## config.mk

```make
export PLATFORM = sky130hd
export DESIGN_NAME = hex_display_arbiter
export DESIGN_NICKNAME = d
export VERILOG_FILES = /design/src/rtl/hex_display_arbiter.sv
export SDC_FILE = /design/constraint.sdc
export NUM_CORES = 1
export LEC_CHECK = 0
export ABC_AREA = 0
export ABC_CLOCK_PERIOD_IN_PS = 3300
export CORE_ASPECT_RATIO = 1.4
export CORE_MARGIN = 2
export CORE_UTILIZATION = 53
export CTS_CLUSTER_SIZE = 25
export DETAILED_ROUTE_END_ITERATION = 10
export PLACE_DENSITY_LB_ADDON = 0.08
export SLEW_MARGIN = 0
export SYNTH_ARGS = -nofsm -noshare
export SYNTH_HDL_FRONTEND = slang
export SYNTH_SLANG_ARGS = --single-unit
```

## constraint.sdc

```tcl
create_clock -name Clock -period 3.3 [get_ports Clock]
set_input_delay 0.33 -clock Clock [delete_from_list [all_inputs] [get_ports Clock]]
set_output_delay 0.33 -clock Clock [all_outputs]
set_load 0.05 [all_outputs]
```

## src/rtl/hex_display_arbiter.sv

```systemverilog
// Round-robin arbiter sharing four seven-segment digits between requesters A and B.
// The owner keeps the display for at least HOLD_CYCLES cycles. Its 16-bit value is
// captured and decoded into active-low glyphs, with optional leading-zero blanking.
module hex_display_arbiter #(
    parameter int unsigned HOLD_CYCLES = 4,
    parameter bit          BLANK_IDLE  = 1'b1
) (
    input  logic        Clock,
    input  logic        Reset,
    input  logic        req_a,
    input  logic [15:0] data_a,
    input  logic        req_b,
    input  logic [15:0] data_b,
    input  logic        lz_en,
    output logic        gnt_a,
    output logic        gnt_b,
    output logic [0:6]  HEX3,
    output logic [0:6]  HEX2,
    output logic [0:6]  HEX1,
    output logic [0:6]  HEX0
);

    localparam logic [15:0] HOLD_LOAD = 16'(HOLD_CYCLES - 1);

    typedef enum logic [1:0] {IDLE, OWN_A, OWN_B} state_t;

    state_t      state;
    logic [15:0] shown;
    logic [15:0] cnt;
    logic        last_b;

    logic        show;
    logic        z3, z2, z1;

    function automatic logic [0:6] glyph(input logic [3:0] n);
        case (n)
            4'h0: glyph = 7'b1000000;
            4'h1: glyph = 7'b1111001;
            4'h2: glyph = 7'b0100100;
            4'h3: glyph = 7'b0110000;
            4'h4: glyph = 7'b0011001;
            4'h5: glyph = 7'b0010010;
            4'h6: glyph = 7'b0000010;
            4'h7: glyph = 7'b1111000;
            4'h8: glyph = 7'b0000000;
            4'h9: glyph = 7'b0010000;
            4'hA: glyph = 7'b0001000;
            4'hB: glyph = 7'b0000011;
            4'hC: glyph = 7'b1000110;
            4'hD: glyph = 7'b0100001;
            4'hE: glyph = 7'b0000110;
            default: glyph = 7'b0001110;
        endcase
    endfunction

    // Ownership FSM: grants, hold counter, shown-value capture and round-robin history
    always_ff @(posedge Clock) begin
        if (Reset) begin
            state  <= IDLE;
            gnt_a  <= 1'b0;
            gnt_b  <= 1'b0;
            shown  <= '0;
            cnt    <= '0;
            last_b <= 1'b1;
        end else begin
            unique case (state)
                IDLE: begin
                    if (req_a && (!req_b || last_b)) begin
                        state  <= OWN_A;
                        gnt_a  <= 1'b1;
                        gnt_b  <= 1'b0;
                        shown  <= data_a;
                        cnt    <= HOLD_LOAD;
                        last_b <= 1'b0;
                    end else if (req_b) begin
                        state  <= OWN_B;
                        gnt_a  <= 1'b0;
                        gnt_b  <= 1'b1;
                        shown  <= data_b;
                        cnt    <= HOLD_LOAD;
                        last_b <= 1'b1;
                    end
                end
                OWN_A: begin
                    if (cnt != '0) begin
                        cnt <= cnt - 16'd1;
                        if (req_a) shown <= data_a;
                    end else if (req_b) begin
                        state  <= OWN_B;
                        gnt_a  <= 1'b0;
                        gnt_b  <= 1'b1;
                        shown  <= data_b;
                        cnt    <= HOLD_LOAD;
                        last_b <= 1'b1;
                    end else if (!req_a) begin
                        state <= IDLE;
                        gnt_a <= 1'b0;
                    end else begin
                        shown <= data_a;
                    end
                end
                OWN_B: begin
                    if (cnt != '0) begin
                        cnt <= cnt - 16'd1;
                        if (req_b) shown <= data_b;
                    end else if (req_a) begin
                        state  <= OWN_A;
                        gnt_a  <= 1'b1;
                        gnt_b  <= 1'b0;
                        shown  <= data_a;
                        cnt    <= HOLD_LOAD;
                        last_b <= 1'b0;
                    end else if (!req_b) begin
                        state <= IDLE;
                        gnt_b <= 1'b0;
                    end else begin
                        shown <= data_b;
                    end
                end
                default: begin
                    state <= IDLE;
                    gnt_a <= 1'b0;
                    gnt_b <= 1'b0;
                end
            endcase
        end
    end

    // Combinational glyph decode with idle and leading-zero blanking
    always_comb begin
        show = (state != IDLE) || !BLANK_IDLE;
        z3   = (shown[15:12] == 4'h0);
        z2   = z3 && (shown[11:8] == 4'h0);
        z1   = z2 && (shown[7:4] == 4'h0);
        HEX3 = (!show || (lz_en && z3)) ? '1 : glyph(shown[15:12]);
        HEX2 = (!show || (lz_en && z2)) ? '1 : glyph(shown[11:8]);
        HEX1 = (!show || (lz_en && z1)) ? '1 : glyph(shown[7:4]);
        HEX0 = !show ? '1 : glyph(shown[3:0]);
    end

endmodule

```

Word-level counts from Yosys, hierarchy flattened --
Memories as Yosys holds them, arrays and structs flattened. A register that Yosys moved wholly into a read port is not among the register bits. Cells that the tools add are included.
Storage, ports and cells: register bits after elaboration 37, bits in read-only memories 448, bits of input ports 37, output and inout port bits 30, logic and storage cells 100, memories kept 4
Cells by class: add/sub/neg operators 1, equal/unequal tests 9, mux-type cells 56, reductions and logical operators 24
Memory list:
- (no name shown) | depth 16, width 7, rd ports 1, clocked after memory_dff 1, wr ports 0, line 36 | case (n)
- (no name shown) | depth 16, width 7, rd ports 1, clocked after memory_dff 1, wr ports 0, line 36
- (no name shown) | depth 16, width 7, rd ports 1, clocked after memory_dff 1, wr ports 0, line 36
- (no name shown) | depth 16, width 7, rd ports 1, clocked after memory_dff 1, wr ports 0, line 36
Operators by type and width (count):
- 16-bit two-way mux | 12
- 16-bit one-hot mux with 3 select lines | 2
- 4-bit two-way mux | 8
- 7-bit two-way mux | 4
- 1-bit two-way mux | 18
- 2-bit two-way mux | 8
- 16-bit nonzero test | 1
- 16-bit by 1-bit subtractor with 16-bit output, second input constant | 1
- 4-bit zero test | 3
- 3-bit != test, second input constant | 4
- 5-bit AND reduction | 2
- 1-bit one-hot mux with 3 select lines | 3
- 1-bit logical AND | 6
- 2-bit != test, second input constant | 3
- 2-bit one-hot mux with 3 select lines | 1
- 1-bit logical OR | 4
- 4-bit AND reduction | 1
- 3-bit AND reduction | 1
- 3-bit nonzero test | 1
- 2-bit by 1-bit == test with 1-bit output, second input constant | 1
- 2-bit == test, second input constant | 1
- 1-bit zero test | 2
- 2-bit zero test | 1
- 2-bit AND reduction | 1
- 2-bit nonzero test | 1

Logic depth before layout (Yosys ltp) --
Gate-level depths: netlist (run 1).
depth in word-level cells 7, gate-level depth with buffers 14, depth with buffers taken out 12

Worst setup path after synthesis (run 1) --
OpenSTA, ideal clock, no wires.
kind reg2reg, from register cnt[0], to register with a tool-made name, setup time 0.084 ns, data arrival time 2.663 ns, data required time 3.216 ns, setup slack 0.553 ns, stages on the path, launching flop included 14, buffers on the path 1, period minus slack after synthesis 2.747 ns, cell sequence dfxtp_1 -> inv_1 -> ha_1 -> nor4bb_1 -> nand4_1 -> buf_1 -> o21ai_0 -> nor3_1 -> a221o_1 -> nor2_1 -> inv_1 -> ha_1 -> mux2_2 -> o31ai_2
RTL lines:
- start: declaration | line 29 | logic [15:0] cnt;
- start signal: assignment | line 86 | cnt <= cnt - 16'd1;
- start signal: assignment | line 104 | cnt <= cnt - 16'd1;

Worst setup path in the final report (run 1) --
from register shown[12], to output HEX1[4] (netlist name)
Between the ends: longest elaborated chain between the ends 6
RTL lines:
- start: declaration | line 28 | logic [15:0] shown;
- start signal: assignment | line 72 | shown <= data_a;
- start signal: assignment | line 79 | shown <= data_b;
- start signal: assignment | line 87 | if (req_a) shown <= data_a;
- 4-bit zero test | line 132 | z3 = (shown[15:12] == 4'h0);
- 1-bit logical AND | line 133 | z2 = z3 && (shown[11:8] == 4'h0);
- 1-bit logical AND | line 134 | z1 = z2 && (shown[7:4] == 4'h0);
- 1-bit logical AND | line 137 | HEX1 = (!show || (lz_en && z1)) ? '1 : glyph(shown[7:4]);
- 1-bit logical OR | line 137
- 7-bit two-way mux | line 137
- end: declaration | line 19 | output logic [0:6] HEX1,
Every way passes these cells.

==> flow_metrics.tcl, run 1 <==
set metrics [dict create \
    rows 42 \
    syn-num-nets 687 \
    slew_viol_final 0 \
    clk_latency_ns 0.34 \
    whs_endpoint "state[1]$_SDFFE_PP0P_" \
    grt_pass1_vias 5223 \
    critPathRequiredTime_ns 2.97 \
    drt_wl_total_um 15610 \
    drive_gt1_frac 0.1958 \
    slew_headroom 0.5102 \
    async_flop_share 0 \
    final.min_clock_period_ns 3.155 \
    synthFlopType "dfxtp_1" \
    period_share 0.9560 \
    path_class "reg -> out" \
    cap_violations 0 \
    grt_max_degree 29 \
    worst-r2r-setup-slack_ns 0.24 \
    critPathMaxFanout 7 \
    power_leakage_nw 2.720 \
    min_from "state[1]$_SDFFE_PP0P_" \
    seq_area_frac_synth 0.2489 \
    grt_pass1_wl_um 25310 \
    tightest_slew_ns 0.7297 \
    grt_use_total 0.3004 \
    cts_resized 0 \
    grt_overflow 0 \
    fp.dieW_um 87.94 \
    synth_area_um2 5228 \
    hold_violations 0 \
    clk_pin_slew_ns 0.06 \
    wl_per_cell_um 18.32 \
    cts_tree "built" \
    rsz0062_at_grt "no" \
    startpoint "shown[12]$_SDFFE_PP0N_" \
    finClkSkew_ns 0.008908 \
    cts_post_setup_buffers_inserted 0 \
    max_stage_delay_ns 0.82 \
    power_frac_comb 0.733 \
    drt_pass1_iterations 5 \
    gp_congestion 0.9419 \
    syn2layout_area_growth_pct 25.23 \
    post-route-drc-count 0 \
    cts_sinks 65 \
    start_kind "flip-flop" \
    cts_buffer_depth 2 \
    r2r_cells 11 \
    syn_inst 620 \
    p_sw_mw 4.162 \
    cp_top_family "buffers and inverters" \
    root_buffer "clkbuf_16" \
    synth_area_leaders "dfxtp_1 (25%), mux2i_1 (7.5%), ha_1 (7.2%)" \
    worstReg2RegStart "cnt[9]$_SDFFE_PP0P_" \
    dieArea_um2 10690 \
    cp.arrival_ns 2.82 \
    vias 5238 \
    internal_power_mw 4.140 \
    yosysMostFrequentCell "dfxtp_1" \
    outcome "complete, no violations" \
    viasPerCell 6.148 \
    synth-edff-count 0 \
    p_sw_frac 0.5014 \
    clockPowerShare 0.115 \
    power.density_nw_per_um2 1268 \
    drt_iter0_drc 325 \
    fin_area_um2 6546 \
    path_buf_inv 1 \
    syn_avg_cell_area_um2 8.431 \
    cp-end-kind "primary output" \
    whs_path_depth 2 \
    core_area_um2 9512 \
    postRouteAntennaNets 0 \
    p_total_mw 8.302 \
    yosysTopAreaCellShare 0.2489 \
    ioPinCount 67 \
    seq_power_share 0.152 \
    htree_levels 3 \
    crit_chain "nor4_1 -> a31oi_1 -> o21bai_1 -> nand2b_1 -> clkdlybuf4s50_1" \
    portBuffers 66 \
    ctsHoldBuffers 0 \
    synth_common_cells "dfxtp_1 (65), nand2_1 (53), nor2_1 (49)" \
    antenna_cells 0 \
    yosysWarnings 0 \
    peakVddDrop_uv 890.5 \
    numCtsBuffers 9 \
    yosys.area.top_type "dfxtp_1" \
    synth_cell_types 82 \
    antenna_found_initial 0 \
    die_h_um 121.5 \
    nNetsFinal 782 \
    critPathSlowestCell "clkdlybuf4s50_1" \
    fin_setup_tns_ns 0 \
    setup_viol 0 \
    start_util 0.5496 \
    ys_ff_latch 65 \
    dp_hpwl_um 11510 \
    min_path_type "reg -> reg" \
    placed_area_um2 6250 \
    fmax_ghz 0.3170 \
]
-- kinds of logic after synthesis --
group | count (synthesis) | share of synthesized area
fa+ha+maj | 30 | 0.07180
simple gates | 218 | 0.2228
xor+xnor | 3 | 0.005027
buf+inv | 70 | 0.06606
compound gates | 160 | 0.2324
mux | 74 | 0.1529
flops | 65 | 0.2489
-- layout make-up --
type,count,area [um^2]
Multi-Input combinational cell,485,3581
Fill cell,808,2965
Sequential cell,65,1301
Timing Repair Buffer,119,1071
Clock buffer,10,239.0
Tap cell,132,165.2
Inverter,35,131.4
Clock inverter,6,57.56
-- cell usage in the layout, fill, tap and decap left out, types with 6 or more instances in the layout --
master	n
mux2i_1	39
dfxtp_1	65
o2bb2ai_1	6
nand2b_1	27
nor2_1	49
nand2_1	53
mux2_2	29
a31oi_1	7
a21oi_1	27
ha_1	30
clkbuf_16	9
o21ai_0	25
nand3b_1	6
o22ai_1	14
inv_1	31
nand3_1	11
or2_2	8
clkdlybuf4s50_1	66
o221ai_1	6
a311oi_1	9
nor3_1	21
buf_4	52
-- worst max path at each step --
stage,endpoint,slack [ns],depth (start not counted)
6_report,HEX1[4],0.15,5
5_1_grt,HEX1[4],0.02,5
4_1_cts,HEX1[4],0.16,5
3_5_place_dp,flip-flop,0.02,11
3_3_place_gp,flip-flop,0.03,11
2_1_floorplan,flip-flop,0.55,13
-- metal layers --
metal	wire, um	vias to the layer above	share of wire	GRT usage
met3	933	41	0.060	0.04966
li1	-	2484	-	-
met1	6192	2499	0.40	0.3486
met5	0	-	0	0
met2	7894	214	0.51	0.5241
met4	588	0	0.038	0.1471
-- stage by stage --
step | worst slack, ns | hold slack [ns] | utilization | std cells
2_1_floorplan | 0.5532 | 0.4692 | - | 620
3_3_place_gp | 0.03419 | 0.4861 | 0.6571 | 836
3_5_place_dp | 0.02114 | 0.4899 | 0.6571 | 836
4_1_cts | 0.1614 | 0.4974 | 0.6882 | 852
5_1_grt | 0.01710 | 0.5222 | 0.6882 | 852
6_report | 0.1452 | 0.4944 | 0.6882 | 852
-- worst register-to-register path, stage by stage (launching register included) --
cell	delay, ns
dfxtp_1	0.37
nor4_2	0.50
nand4_1	0.36
buf_4	0.27
mux2i_1	0.14
nor3_1	0.07
a221o_1	0.27
nor2_1	0.20
inv_1	0.15
ha_1	0.22
mux2_2	0.26
o31ai_2	0.16
-- power groups by stage --
stage	combinational (mW)	sequential [mW]	clock [mW]
final	6.09	1.26	0.952
after global routing	6.55	1.29	1.00
after CTS	6.05	1.26	0.965
after detailed placement	6.00	1.27	0
after global placement	5.90	1.26	0
after floorplan	4.19	1.25	0
Note: power is estimated with default switching activity, not from simulation.
==> run 2, diff against run 1 <==
--- a/config.mk
+++ b/config.mk
@@ -13,6 +13,7 @@
 export CTS_CLUSTER_SIZE = 25
 export DETAILED_ROUTE_END_ITERATION = 10
 export PLACE_DENSITY_LB_ADDON = 0.08
+export RECOVER_POWER = 100
 export SLEW_MARGIN = 0
 export SYNTH_ARGS = -nofsm -noshare
 export SYNTH_HDL_FRONTEND = slang
==> run 2 against run 1 <==
Clock power is 0.4% lower; sequential share of layout area increased by 0.27 points; critical path depth unchanged; power down 2.7%; routed wire length grew 0.24%; core utilization decreased by 0.92 points; flip-flop and latch count did not move; hold slack about the same; die area unchanged; largest cell class unchanged; final cell count unchanged; highest routed layer unchanged; non-clock buffer count stayed put; combinational power is 3.6% lower.
==> flow_metrics.tcl, run 2 (synthesis results as in run 1) <==
set metrics [dict create \
    rsz0062_at_grt "no" \
    cts_buffer_depth 2 \
    placed_area_um2 6250 \
    instances_no_fill 852 \
    syn2layout_area_growth_pct 23.55 \
    numCtsBuffers 9 \
    peakVddDrop_uv 867.5 \
    grt_max_degree 29 \
    min_path_type "reg -> reg" \
    whs_path_depth 2 \
    htree_levels 3 \
    critPathCapture "HEX1[4]" \
    slew_viol_final 0 \
    path_class "reg -> out" \
    finClkSkew_ns 0.006875 \
    hold_violations 0 \
    drt_wl_total_um 15650 \
    tightest_slew_ns 0.7330 \
    core_area_um2 9512 \
    power_leakage_nw 2.638 \
    ctsHoldBuffers 0 \
    worst-r2r-setup-slack_ns 0.19 \
    nNetsFinal 782 \
    cts_resized 0 \
    postRouteAntennaNets 0 \
    grt_pass1_vias 5223 \
    rows 42 \
    dieArea_um2 10690 \
    cp.depth 5 \
    viasPerCell 6.188 \
    vias 5272 \
    drt_iter0_drc 359 \
    start_util 0.5496 \
    final_cell_mix "dfxtp_1 (65), nand2_1 (53), nor2_1 (50), clkdlybuf4s50_1 (43), buf_4 (43)" \
    slew_headroom 0.5081 \
    max_stage_delay_ns 0.82 \
    cap_violations 0 \
    ioPinCount 67 \
    cts_post_setup_buffers_inserted 0 \
    antenna_cells 0 \
    fin_setup_tns_ns 0 \
    wl_per_cell_um 18.37 \
    crit_chain "nor4_1 -> a31oi_1 -> o21bai_1 -> nand2b_1 -> clkdlybuf4s50_1" \
    worstReg2RegStart "cnt[0]$_SDFFE_PP0P_" \
    drive_gt1_frac 0.1708 \
    holdWs_ns 0.4946 \
    post-route-drc-count 0 \
    fmax_ghz 0.3197 \
    cp-end-kind "primary output" \
    portBuffers 66 \
    cts_tree "built" \
    start_kind "flip-flop" \
    critPathMaxFanout 7 \
    clk_latency_ns 0.34 \
    cp_top_family "buffers and inverters" \
    dp.cells 836 \
    grt_pass1_wl_um 25310 \
    outcome "complete, no violations" \
    r2r_cells 10 \
    fp.dieW_um 87.94 \
    cp.arrival_ns 2.80 \
    power.density_nw_per_um2 1251 \
    clk_pin_slew_ns 0.06 \
    grt_use_total 0.3004 \
    startpoint "shown[12]$_SDFFE_PP0N_" \
    critPathRequiredTime_ns 2.97 \
    setup_viol 0 \
    drt_pass1_iterations 6 \
    gp_congestion 0.9419 \
    path_buf_inv 1 \
    root_buffer "clkbuf_16" \
    grt_overflow 0 \
    final.min_clock_period_ns 3.128 \
    cts_sinks 65 \
    final_common_cell "dfxtp_1" \
    antenna_found_initial 0 \
    fin_area_um2 6459 \
    die_h_um 121.5 \
    period_share 0.9479 \
    critPathSlowestCell "clkdlybuf4s50_1" \
    dp_hpwl_um 11510 \
]
## run 2: layout make-up
class	instances	area [um^2]
multi-input cells	485	3520
fillers	827	3053
flip-flops and latches	65	1301
repair buffers	119	1045
clock buffers	10	239.0
well taps	132	165.2
inverters	35	131.4
clock inverters	6	57.56
## run 2: worst min-delay path by stage
stage	endpoint	slack, ns	from
floorplan	state[1]$_SDFFE_PP0P_	0.47	state[1]$_SDFFE_PP0P_
global placement	state[1]$_SDFFE_PP0P_	0.49	state[1]$_SDFFE_PP0P_
detailed placement	state[1]$_SDFFE_PP0P_	0.49	state[1]$_SDFFE_PP0P_
finish	state[1]$_SDFFE_PP0P_	0.49	state[1]$_SDFFE_PP0P_
global route	state[1]$_SDFFE_PP0P_	0.52	state[1]$_SDFFE_PP0P_
CTS	state[1]$_SDFFE_PP0P_	0.50	state[1]$_SDFFE_PP0P_
## run 2: report_power, final
part | internal [mW] | switching, mW
combinational | 2.30 | 3.58
clock | 0.599 | 0.349
sequential | 1.08 | 0.177
## run 2: per-layer routing
layer | GRT usage | share of wire | vias to the layer above
met1 | 0.3486 | 0.39 | 2488
met2 | 0.5241 | 0.50 | 243
li1 | - | - | 2489
met3 | 0.04966 | 0.065 | 52
met5 | 0 | 0 | -
met4 | 0.1471 | 0.041 | 0
## run 2: stage by stage
step,setup slack (ns),power (mW),util
6_report,0.1719,8.081,0.6790
4_1_cts,0.1614,8.273,0.6882
3_3_place_gp,0.03419,7.165,0.6571
3_5_place_dp,0.02114,7.273,0.6571
2_1_floorplan,0.5532,5.432,-
5_1_grt,0.01710,8.620,0.6790
## run 2: worst register-to-register path, cell delays in order (launching register included)
cell and delay [ns]:
dfxtp_1 0.36, inv_1 0.12, ha_1 0.21, nor3b_1 0.25
nand4_1 0.15, clkbuf_1 0.31, or3_1 0.38, a32o_1 0.29
o211ai_1 0.54, mux2i_1 0.18, a22o_1 0.21
